`config.mk`:
```
export PLATFORM = sky130hd
export DESIGN_NAME = reg_mux_2to1
export DESIGN_NICKNAME = d
export VERILOG_FILES = /design/src/rtl/reg_mux_2to1.sv
export SDC_FILE = /design/constraint.sdc
export NUM_CORES = 1
export LEC_CHECK = 0
export CAP_MARGIN = 20
export CELL_PAD_IN_SITES_DETAIL_PLACEMENT = 0
export CELL_PAD_IN_SITES_GLOBAL_PLACEMENT = 1
export CORE_UTILIZATION = 21
export DETAILED_ROUTE_END_ITERATION = 7
export GPL_ROUTABILITY_DRIVEN = 0
export PLACE_DENSITY_LB_ADDON = 0.1
export SYNTH_ARGS = -nofsm -noshare
export SYNTH_HDL_FRONTEND = slang
export SYNTH_SLANG_ARGS = --single-unit
```
`constraint.sdc`:
```
create_clock -name clk -period 0.8 [get_ports clk]
set_input_delay 0.2 -clock clk [delete_from_list [all_inputs] [get_ports clk]]
set_output_delay 0.2 -clock clk [all_outputs]
set_load 0.02 [all_outputs]
```
`src/rtl/reg_mux_2to1.sv`:
```
// Registered 2-to-1 select between two signed operands, with a qualifying
// valid flag. One clock of latency, full throughput, load gated by en_in.
module reg_mux_2to1 #(
    parameter int                   BIT_WIDTH   = 8,
    parameter logic [BIT_WIDTH-1:0] RESET_VALUE = '0
) (
    input  logic                        clk,
    input  logic                        rst_n,
    input  logic signed [BIT_WIDTH-1:0] d0_in,
    input  logic signed [BIT_WIDTH-1:0] d1_in,
    input  logic                        sel_in,
    input  logic                        en_in,
    input  logic                        valid_in,
    output logic signed [BIT_WIDTH-1:0] y_output,
    output logic                        valid_out
);

    logic signed [BIT_WIDTH-1:0] y_next;

    // An if on an unknown condition takes the else branch, so X/Z on sel_in
    // selects d0_in instead of smearing X into the register.
    always_comb begin
        y_next = d0_in;
        if (sel_in == 1'b1) begin
            y_next = d1_in;
        end
    end

    always_ff @(posedge clk or negedge rst_n) begin
        if (!rst_n) begin
            y_output  <= RESET_VALUE;
            valid_out <= 1'b0;
        end else if (en_in) begin
            y_output  <= y_next;
            valid_out <= valid_in;
        end
    end

`ifndef SYNTHESIS
    sel_known_chk: assert property (
        @(posedge clk) disable iff (!rst_n)
        (en_in && valid_in) |-> !$isunknown(sel_in)
    ) else $error("reg_mux_2to1: unknown sel_in on a valid enabled sample");

    hold_chk: assert property (
        @(posedge clk) disable iff (!rst_n)
        !en_in |=> ($stable(y_output) && $stable(valid_out))
    ) else $error("reg_mux_2to1: registers changed while en_in was low");
`endif

endmodule : reg_mux_2to1

```
== After elaboration in Yosys (flattened, before gate mapping) ==
Index checks and enable logic that the tools add are counted.

* Mux-type cells: 1

{| class="wikitable"
|+ Operators with widths
! operator !! count
|-
| two-way mux 8 bit || 1
|}

* Bits in registers: 9
* Output and inout bits: 9
* Word-level logic and storage cells: 3
* Bits of input ports: 21

== Logic depth before layout (Yosys ltp) ==
Gate-level depths: netlist of run 1.

* Depth after elaboration: 1
* Depth in mapped cells: 4
* Mapped depth without buffers: 2

== Worst setup path before layout of run 1 ==
Ideal clock, no wire load.

* Kind: reg-to-reg
* Start: register, netlist name valid_out
* End: register valid_out
* Stages on the path, launching flop included: 2
* Period minus slack after synthesis: 0.835 ns
* Setup time: 0.125 ns
* Buffers on the path: 0
* Required time: 0.675 ns
* Arrival: 0.710 ns
* Setup slack: -0.035 ns
* Cell sequence: dfrtp_1 > mux2_4

{| class="wikitable"
|+ RTL lines
! what !! line !! text
|-
| to (signal assigned) || 35 || <nowiki>valid_out <= valid_in;</nowiki>
|-
| to (decl) || 15 || <nowiki>output logic valid_out</nowiki>
|}

== Worst setup path after layout of run 1 ==
* Start: register y_output[3]
* End: output y_output[3]

{| class="wikitable"
|+ RTL lines
! what !! line !! text
|-
| from (decl) || 14 || <nowiki>output logic signed [BIT_WIDTH-1:0] y_output,</nowiki>
|-
| from (signal assigned) || 34 || <nowiki>y_output <= y_next;</nowiki>
|}

No word-level cell between the ends.

==> metrics.yaml, run 1 <==
status: "complete, but fails checks"
violations: "setup timing"
worst-path-stages: 1
placementRows: 15
yosysUniqueCellTypes: 7
clk_pin_slew_ns: 0.06
path_class: "flop to primary output"
maxCapViolations: 0
dp_cells: 94
tns_ns: -1.825
vias: 409
finalPower_mw: 1.351
die_area_um2: 2185
utilization_pct: 48.40
crit_chain: "buf_6"
clkLatencyLatePin_ns: 0.25
final_common_cell: "clkdlybuf4s50_1"
cts_tree: "yes"
die_w_um: 46.74
syn2layout_area_growth_pct: 107.4
synth_seq_cells: 9
cts_buffers: 3
place_area_um2: 770.7
netlist.top_cell.by_area: "dfrtp_1"
cp.required_ns: 0.60
holdWs_ns: 0.2655
hp-class: "input port to async pin"
clock-sinks: 9
cts_max_path_buffers: 2
fillers: 179
finalWorstSetupSlack_ns: -0.1911
grt_start_max_net_pins: 10
grt-ovfl-total: 0
synthCells: 37
post_synth.cell_area_avg_um2: 11.36
cts_htree_levels: 1
grt_pass1_wl_mm: 1.773
critPathLaunchType: "flop"
ys.warnings.count: 0
end_kind: "primary output"
routed_wl_mm: 1.207
hold_viol_final: 0
place_ws_ns: -0.4833
final_cell_mix: "18 x clkdlybuf4s50_1, 12 x buf_6"
rsz0062_at_grt: "true"
fp.dieH_um: 46.74
grt_pass1_vias: 405
synth_top_area_share_pct: 53.57
grt_use_total_pct: 12.23
worstPathArrival_ns: 0.79
fin_skew_ns: 0
port_buffers: 29
finalMaxSlewViolations: 0
post-route-drc-count: 0
setup_viol: 11
fmax_mhz: 1009
ctsHoldBuffers: 0
cp_top_family: "flip-flops"
final_nets: 101
max_slew_margin_pct: 89.73
core_area_um2: 1802
syn-num-nets: 58
first_pass_iters: 3
min_period_over_period_pct: 123.9
max_stage_delay_ns: 0.40
reg2reg_depth: 2
synth_area_um2: 420.4
viasPerCell: 3.933
slowest_stage: "dfrtp_1"
powerDensity_nw_per_um2: 1549
ys_seq_area_share_pct: 53.57
min_period_ns: 0.9911
path_max_fanout: 2
fin_area_um2: 872.1
wl_per_cell_um: 11.61
drive_above_1_share_pct: 37.97
yosys-top-cells-area: "dfrtp_1 54%, mux2i_1 19%, a21oi_1 9.5%, nor2_1 7.1%, buf_6 5.4%"
vdd_ir_drop_max_mv: 1.063
worst-path-buf-inv: 1
tightest_slew_ns: 0.1498
antenna_cells: 0
io-pin-count: 30
antenna_found_initial: 0
final_antenna_net_count: 0
stdcell_count: 104
drtIter0Drc: 6
initial_utilization_pct: 23.33
clock-root-buffer: "clkbuf_4"
leakage_nw: 0.3968
[sequential cells by signal, indices dropped and copies added, names as in the netlist]
name       flops
y_output       8
valid_out      1
[metal layers]
| layer | vias to the layer above | share of wire, % | wire [um] | track usage (%) |
|---|---|---|---|---|
| met4 | 0 | 0 | 0 | 1.714 |
| met3 | 0 | 8.9 | 107 | 6.923 |
| met2 | 21 | 44 | 531 | 18.89 |
| met5 | - | 0 | 0 | 0 |
| li1 | 210 | - | - | - |
| met1 | 178 | 47 | 568 | 15.38 |
[kinds of logic after synthesis]
family                 share of synthesized area [%]
AO/OA/AOI/OAI                                  9.524
AND/OR/NAND/NOR                                7.143
buffers and inverters                          7.143
flip-flops                                     53.57
multiplexers                                   22.62
[layout make-up]
type	instances	area (um^2)	share of cell area (%)
Multi-Input combinational cell	25	175.2	20.09
Sequential cell	9	226.5	25.97
Tap cell	25	31.28	3.587
Timing Repair Buffer	41	412.9	47.35
Clock buffer	4	26.28	3.013
[synth_stat cells]
master	n
nor2_1	8
a21oi_1	8
dfrtp_1	9
mux2_4	1
buf_4	1
mux2i_1	8
buf_6	2
[report_power, final]
part / internal, mW / total, mW / switching, mW / leakage [nW]
clock: 0.192 / 0.352 / 0.160 / 0.0150
sequential: 0.504 / 0.537 / 0.0328 / 0.0998
combinational: 0.286 / 0.462 / 0.176 / 0.282
total: 0.982 / 1.35 / 0.369 / 0.397
[path summary, 6_finish.rpt]
check	startpoint	slack, ns	to
setup / recovery	y_output[3]	-0.19	y_output[3]
hold / removal	rst_n	0.27	y_output[5]
setup reg to reg	valid_out	-0.10	valid_out
hold reg to reg	y_output[1]	0.55	y_output[1]
max in group asynchronous	rst_n	0.42	valid_out
min in group clk	en_in	0.43	valid_out
[repair_timing]
action                                  CTS  global route
endpoints found under the setup margin   18            12
gates resized for setup                  60             4
cloned                                    1             0
buffers inserted                          2             3
Power figures use the tool's default switching activity.
==> run 2, diff against run 1 <==
--- a/config.mk
+++ b/config.mk
@@ -5,10 +5,13 @@
 export SDC_FILE = /design/constraint.sdc
 export NUM_CORES = 1
 export LEC_CHECK = 0
+export ABC_AREA = 0
 export CAP_MARGIN = 20
 export CELL_PAD_IN_SITES_DETAIL_PLACEMENT = 0
 export CELL_PAD_IN_SITES_GLOBAL_PLACEMENT = 1
+export CORE_MARGIN = 5
 export CORE_UTILIZATION = 21
+export CTS_BUF_LIST = sky130_fd_sc_hd__clkbuf_4 sky130_fd_sc_hd__clkbuf_8 sky130_fd_sc_hd__clkbuf_16
 export DETAILED_ROUTE_END_ITERATION = 7
 export GPL_ROUTABILITY_DRIVEN = 0
 export PLACE_DENSITY_LB_ADDON = 0.1
==> metrics.yaml, run 2 (synthesis gave the netlist of run 1 again) <==
status: "complete, but fails checks"
violations: "setup timing"
seq_area_um2: 226.5
grt_pass1_vias: 398
syn2layout_area_growth_pct: 103.6
first_pass_iters: 4
worst-path-buf-inv: 1
antenna_cells: 0
reg2reg_depth: 1
crit_chain: "buf_6"
clock-root-buffer: "clkbuf_4"
swShare_pct: 26.68
core_area_um2: 1942
place_hpwl_um: 918.5
die_w_um: 54.74
utilization_pct: 44.07
setup_viol: 9
maxCapViolations: 0
fin_skew_ns: 0
cts_max_path_buffers: 2
hold_viol_final: 0
rr_endpoint: "valid_out"
p_seq_share_pct: 39.5
p_clk_share_pct: 28.4
stdcell_count: 102
rsz0062_at_grt: "true"
vias: 402
slowest_stage: "dfrtp_2"
grt-ovfl-total: 0
rrSetupSlack_ns: 0.01
fmax_mhz: 994.1
cts_tree: "yes"
die_area_um2: 2996
multiInputGateArea_um2: 177.7
critPathLaunchType: "flop"
clkLatencyLatePin_ns: 0.26
finalWorstSetupSlack_ns: -0.2059
fp.dieH_um: 54.74
routed_wl_mm: 1.180
port_buffers: 29
powerDensity_nw_per_um2: 1593
cp.required_ns: 0.60
vdd_ir_drop_max_mv: 0.7253
min_period_over_period_pct: 125.7
finalMaxSlewViolations: 0
grt_use_total_pct: 9.034
ctsHoldBuffers: 0
clock-sinks: 9
cts_htree_levels: 1
top_usage_layer: "met2"
final_nets: 97
tightest_slew_ns: 0.1787
dp_cells: 96
p_int_uw: 999.7
final_antenna_net_count: 0
fillers: 192
placementRows: 16
leakage_nw: 0.3840
grtUsageMet1_pct: 11.04
gr-usage-met3_pct: 4.087
max_slew_margin_pct: 88.09
grt_start_max_net_pins: 10
drtIter0Drc: 6
max_stage_delay_ns: 0.42
r2r_start: "valid_out"
path_max_fanout: 2
min_period_ns: 1.006
met2_usage_pct: 12.99
wl_per_cell_um: 11.57
drive_above_1_share_pct: 34.67
initial_utilization_pct: 21.65
post-route-drc-count: 0
comb_power_share_pct: 32.1
cts_buffers: 3
largest_reg_flops: 8
antenna_found_initial: 0
io-pin-count: 30
path_class: "flop to primary output"
final_common_cell: "clkdlybuf4s50_1"
grt_pass1_wl_mm: 1.807
worstPathArrival_ns: 0.81
largest-register: "y_output"
reg.largest.list: "y_output x8, valid_out x1"
p_switching_uw: 363.7
final_cell_mix: "18 x clkdlybuf4s50_1, 10 x buf_6, 8 x mux2i_1, 8 x a21oi_1, 8 x dfrtp_1"
cp_top_family: "flip-flops"
hp-class: "input port to async pin"
end_kind: "primary output"
clk_pin_slew_ns: 0.06
viasPerCell: 3.941
[run 2: routing by layer]
layer,routed length (um),share of wire [%]
met1,506,43
met2,577,49
met3,95,8.1
met4,0,0
met5,0,0
[run 2: worst max path at each step]
stage,startpoint,end,slack (ns),depth (start not counted)
after floorplan,valid_out,valid_out,-0.02,1
after global placement,sel_in,y_output[7],-0.46,4
after detailed placement,sel_in,y_output[4],-0.47,4
after CTS,valid_out,valid_out,-0.22,1
after global routing,valid_out,valid_out,-0.24,1
final,valid_out,valid_out,-0.21,1
[run 2: final cells by class]
class | count | share of cell area, %
clock buffer | 4 | 3.509
multi-input combinational | 25 | 20.76
timing repair buffer | 37 | 45.32
sequential | 9 | 26.46
tap | 27 | 3.947
[run 2: timing repair]
| action | in CTS | in global routing |
|---|---|---|
| setup buffers | 2 | 1 |
| pin swaps | 1 | 0 |
| gates resized for setup | 57 | 4 |
| endpoints found under the setup margin | 18 | 12 |
[run 2: power groups by stage]
| stage | logic [mW] | registers (mW) | clock network [mW] |
|---|---|---|---|
| 5_1_grt | 0.471 | 0.542 | 0.425 |
| 2_1_floorplan | 0.0947 | 0.597 | 0 |
| 3_3_place_gp | 0.408 | 0.537 | 0 |
| 3_5_place_dp | 0.409 | 0.536 | 0 |
| 6_report | 0.438 | 0.538 | 0.387 |
| 4_1_cts | 0.425 | 0.538 | 0.408 |
[run 2: per-stage QoR]
stage / worst slack [ns] / TNS (ns) / area (um^2) / hold WS [ns] / power [mW]
final: -0.2059 / -1.651 / 855.8 / 0.2517 / 1.363
after global routing: -0.2422 / -1.962 / 855.8 / 0.2468 / 1.438
after CTS: -0.2234 / -1.773 / 835.8 / 0.2415 / 1.372
after detailed placement: -0.4711 / -7.020 / 785.8 / 0.5108 / 0.9449
after global placement: -0.4583 / -6.909 / 785.8 / 0.5041 / 0.9446
after floorplan: -0.02224 / -0.02224 / 421.7 / -0.09559 / 0.6918
==> run 3, diff against run 2 <==
--- a/config.mk
+++ b/config.mk
@@ -5,7 +5,6 @@
 export SDC_FILE = /design/constraint.sdc
 export NUM_CORES = 1
 export LEC_CHECK = 0
-export ABC_AREA = 0
 export CAP_MARGIN = 20
 export CELL_PAD_IN_SITES_DETAIL_PLACEMENT = 0
 export CELL_PAD_IN_SITES_GLOBAL_PLACEMENT = 1
@@ -14,6 +13,7 @@
 export CTS_BUF_LIST = sky130_fd_sc_hd__clkbuf_4 sky130_fd_sc_hd__clkbuf_8 sky130_fd_sc_hd__clkbuf_16
 export DETAILED_ROUTE_END_ITERATION = 7
 export GPL_ROUTABILITY_DRIVEN = 0
+export GPL_TIMING_DRIVEN = 0
 export PLACE_DENSITY_LB_ADDON = 0.1
 export SYNTH_ARGS = -nofsm -noshare
 export SYNTH_HDL_FRONTEND = slang
==> metrics.yaml, run 3 (synthesis gave the netlist of run 1 again) <==
largest_reg_flops: 8
min_period_over_period_pct: 123.5
wl_per_cell_um: 11.30
final_nets: 91
grt_pass1_wl_mm: 1.800
p_switching_uw: 340.4
powerDensity_nw_per_um2: 1676
p_int_uw: 957.3
largest-register: "y_output"
max_slew_margin_pct: 72.50
cp.required_ns: 0.60
max_stage_delay_ns: 0.41
cp_top_family: "flip-flops"
vias: 383
slowest_stage: "dfrtp_2"
status: "complete, but fails checks"
violations: "setup timing"
worstPathArrival_ns: 0.79
post-route-drc-count: 0
fmax_mhz: 1012
tightest_slew_ns: 0.4113
antenna_cells: 0
routed_wl_mm: 1.085
clkLatencyLatePin_ns: 0.25
hp-class: "input port to async pin"
fin_skew_ns: 0
cts_buffers: 3
worst-path-buf-inv: 1
critPathLaunchType: "flop"
path_max_fanout: 2
grt-ovfl-total: 0
port_buffers: 27
first_pass_iters: 1
cts_htree_levels: 1
final_cell_mix: "18 x clkdlybuf4s50_1, 11 x buf_6"
p_seq_share_pct: 41.5
cts_tree: "yes"
rrSetupSlack_ns: 0.02
fillers: 213
die_area_um2: 2996
grt_pass1_vias: 418
ctsHoldBuffers: 0
clock-root-buffer: "clkbuf_4"
initial_utilization_pct: 21.65
utilization_pct: 39.88
drtIter0Drc: 0
syn2layout_area_growth_pct: 84.23
place_ws_ns: -0.3419
clock-sinks: 9
crit_chain: "buf_6"
path_class: "flop to primary output"
reg.largest.list: "y_output x8, valid_out x1"
drive_above_1_share_pct: 27.54
maxCapViolations: 0
cts_max_path_buffers: 2
grt_start_max_net_pins: 11
finalMaxSlewViolations: 0
final_antenna_net_count: 0
die_w_um: 54.74
hold_viol_final: 0
comb_power_share_pct: 29.2
p_clk_share_pct: 29.4
placementRows: 16
swShare_pct: 26.23
finalWorstSetupSlack_ns: -0.1883
clk_pin_slew_ns: 0.06
fp.dieH_um: 54.74
antenna_found_initial: 0
reg2reg_depth: 1
r2r_start: "valid_out"
viasPerCell: 3.990
finalPower_mw: 1.298
grt_use_total_pct: 8.583
setup_viol: 9
rr_endpoint: "valid_out"
vdd_ir_drop_max_mv: 0.7266
end_kind: "primary output"
io-pin-count: 30
min_period_ns: 0.9883
leakage_nw: 0.3464
final_common_cell: "clkdlybuf4s50_1"
rsz0062_at_grt: "true"
core_area_um2: 1942
[run 3: power by group through the flow]
stage                     Sequential, mW  Clock, mW  Combinational (mW)
after floorplan                    0.597          0              0.0947
after global placement             0.537          0               0.368
after detailed placement           0.536          0               0.369
after CTS                          0.539      0.404               0.386
after global routing               0.543      0.429               0.408
final                              0.538      0.381               0.378
[run 3: timing repair]
action | in CTS | in global routing
setup endpoints to repair | 9 | 10
buffers inserted | 1 | 0
gates resized for setup | 54 | 0
[run 3: area by class of cell]
type                       count  area, um^2  area share, %
buffer                         3       30.03          3.877
clock buffer                   4       30.03          3.877
multi-input combinational     25       165.2          21.32
sequential                     9       226.5          29.24
tap                           27       33.78          4.362
timing repair buffer          28       289.0          37.32
[run 3: routing by layer]
metal | GRT usage, % | part of all wire (%) | up-vias
li1 | - | - | 189
met1 | 10.05 | 44 | 176
met2 | 13.98 | 47 | 18
met3 | 2.997 | 8.9 | 0
met4 | 3.734 | 0 | 0
met5 | 0 | 0 | -
[run 3: worst max-delay path by stage]
| stage | startpoint | cells past startpoint | endpoint |
|---|---|---|---|
| floorplan | valid_out | 1 | valid_out |
| global placement | y_output[4] | 1 | y_output[4] |
| detailed placement | y_output[7] | 1 | y_output[7] |
| CTS | valid_out | 1 | valid_out |
| global route | valid_out | 1 | valid_out |
| finish | valid_out | 1 | valid_out |
[run 3: stage by stage]
stage,hold WS (ns),TNS [ns],cell area [um^2],instances
global placement,0.5051,-4.992,725.7,91
global route,0.2715,-1.945,774.5,96
finish,0.2389,-1.614,774.5,96
detailed placement,0.5025,-4.792,725.7,91
CTS,0.2509,-1.749,774.5,96
floorplan,-0.09559,-0.02224,421.7,37
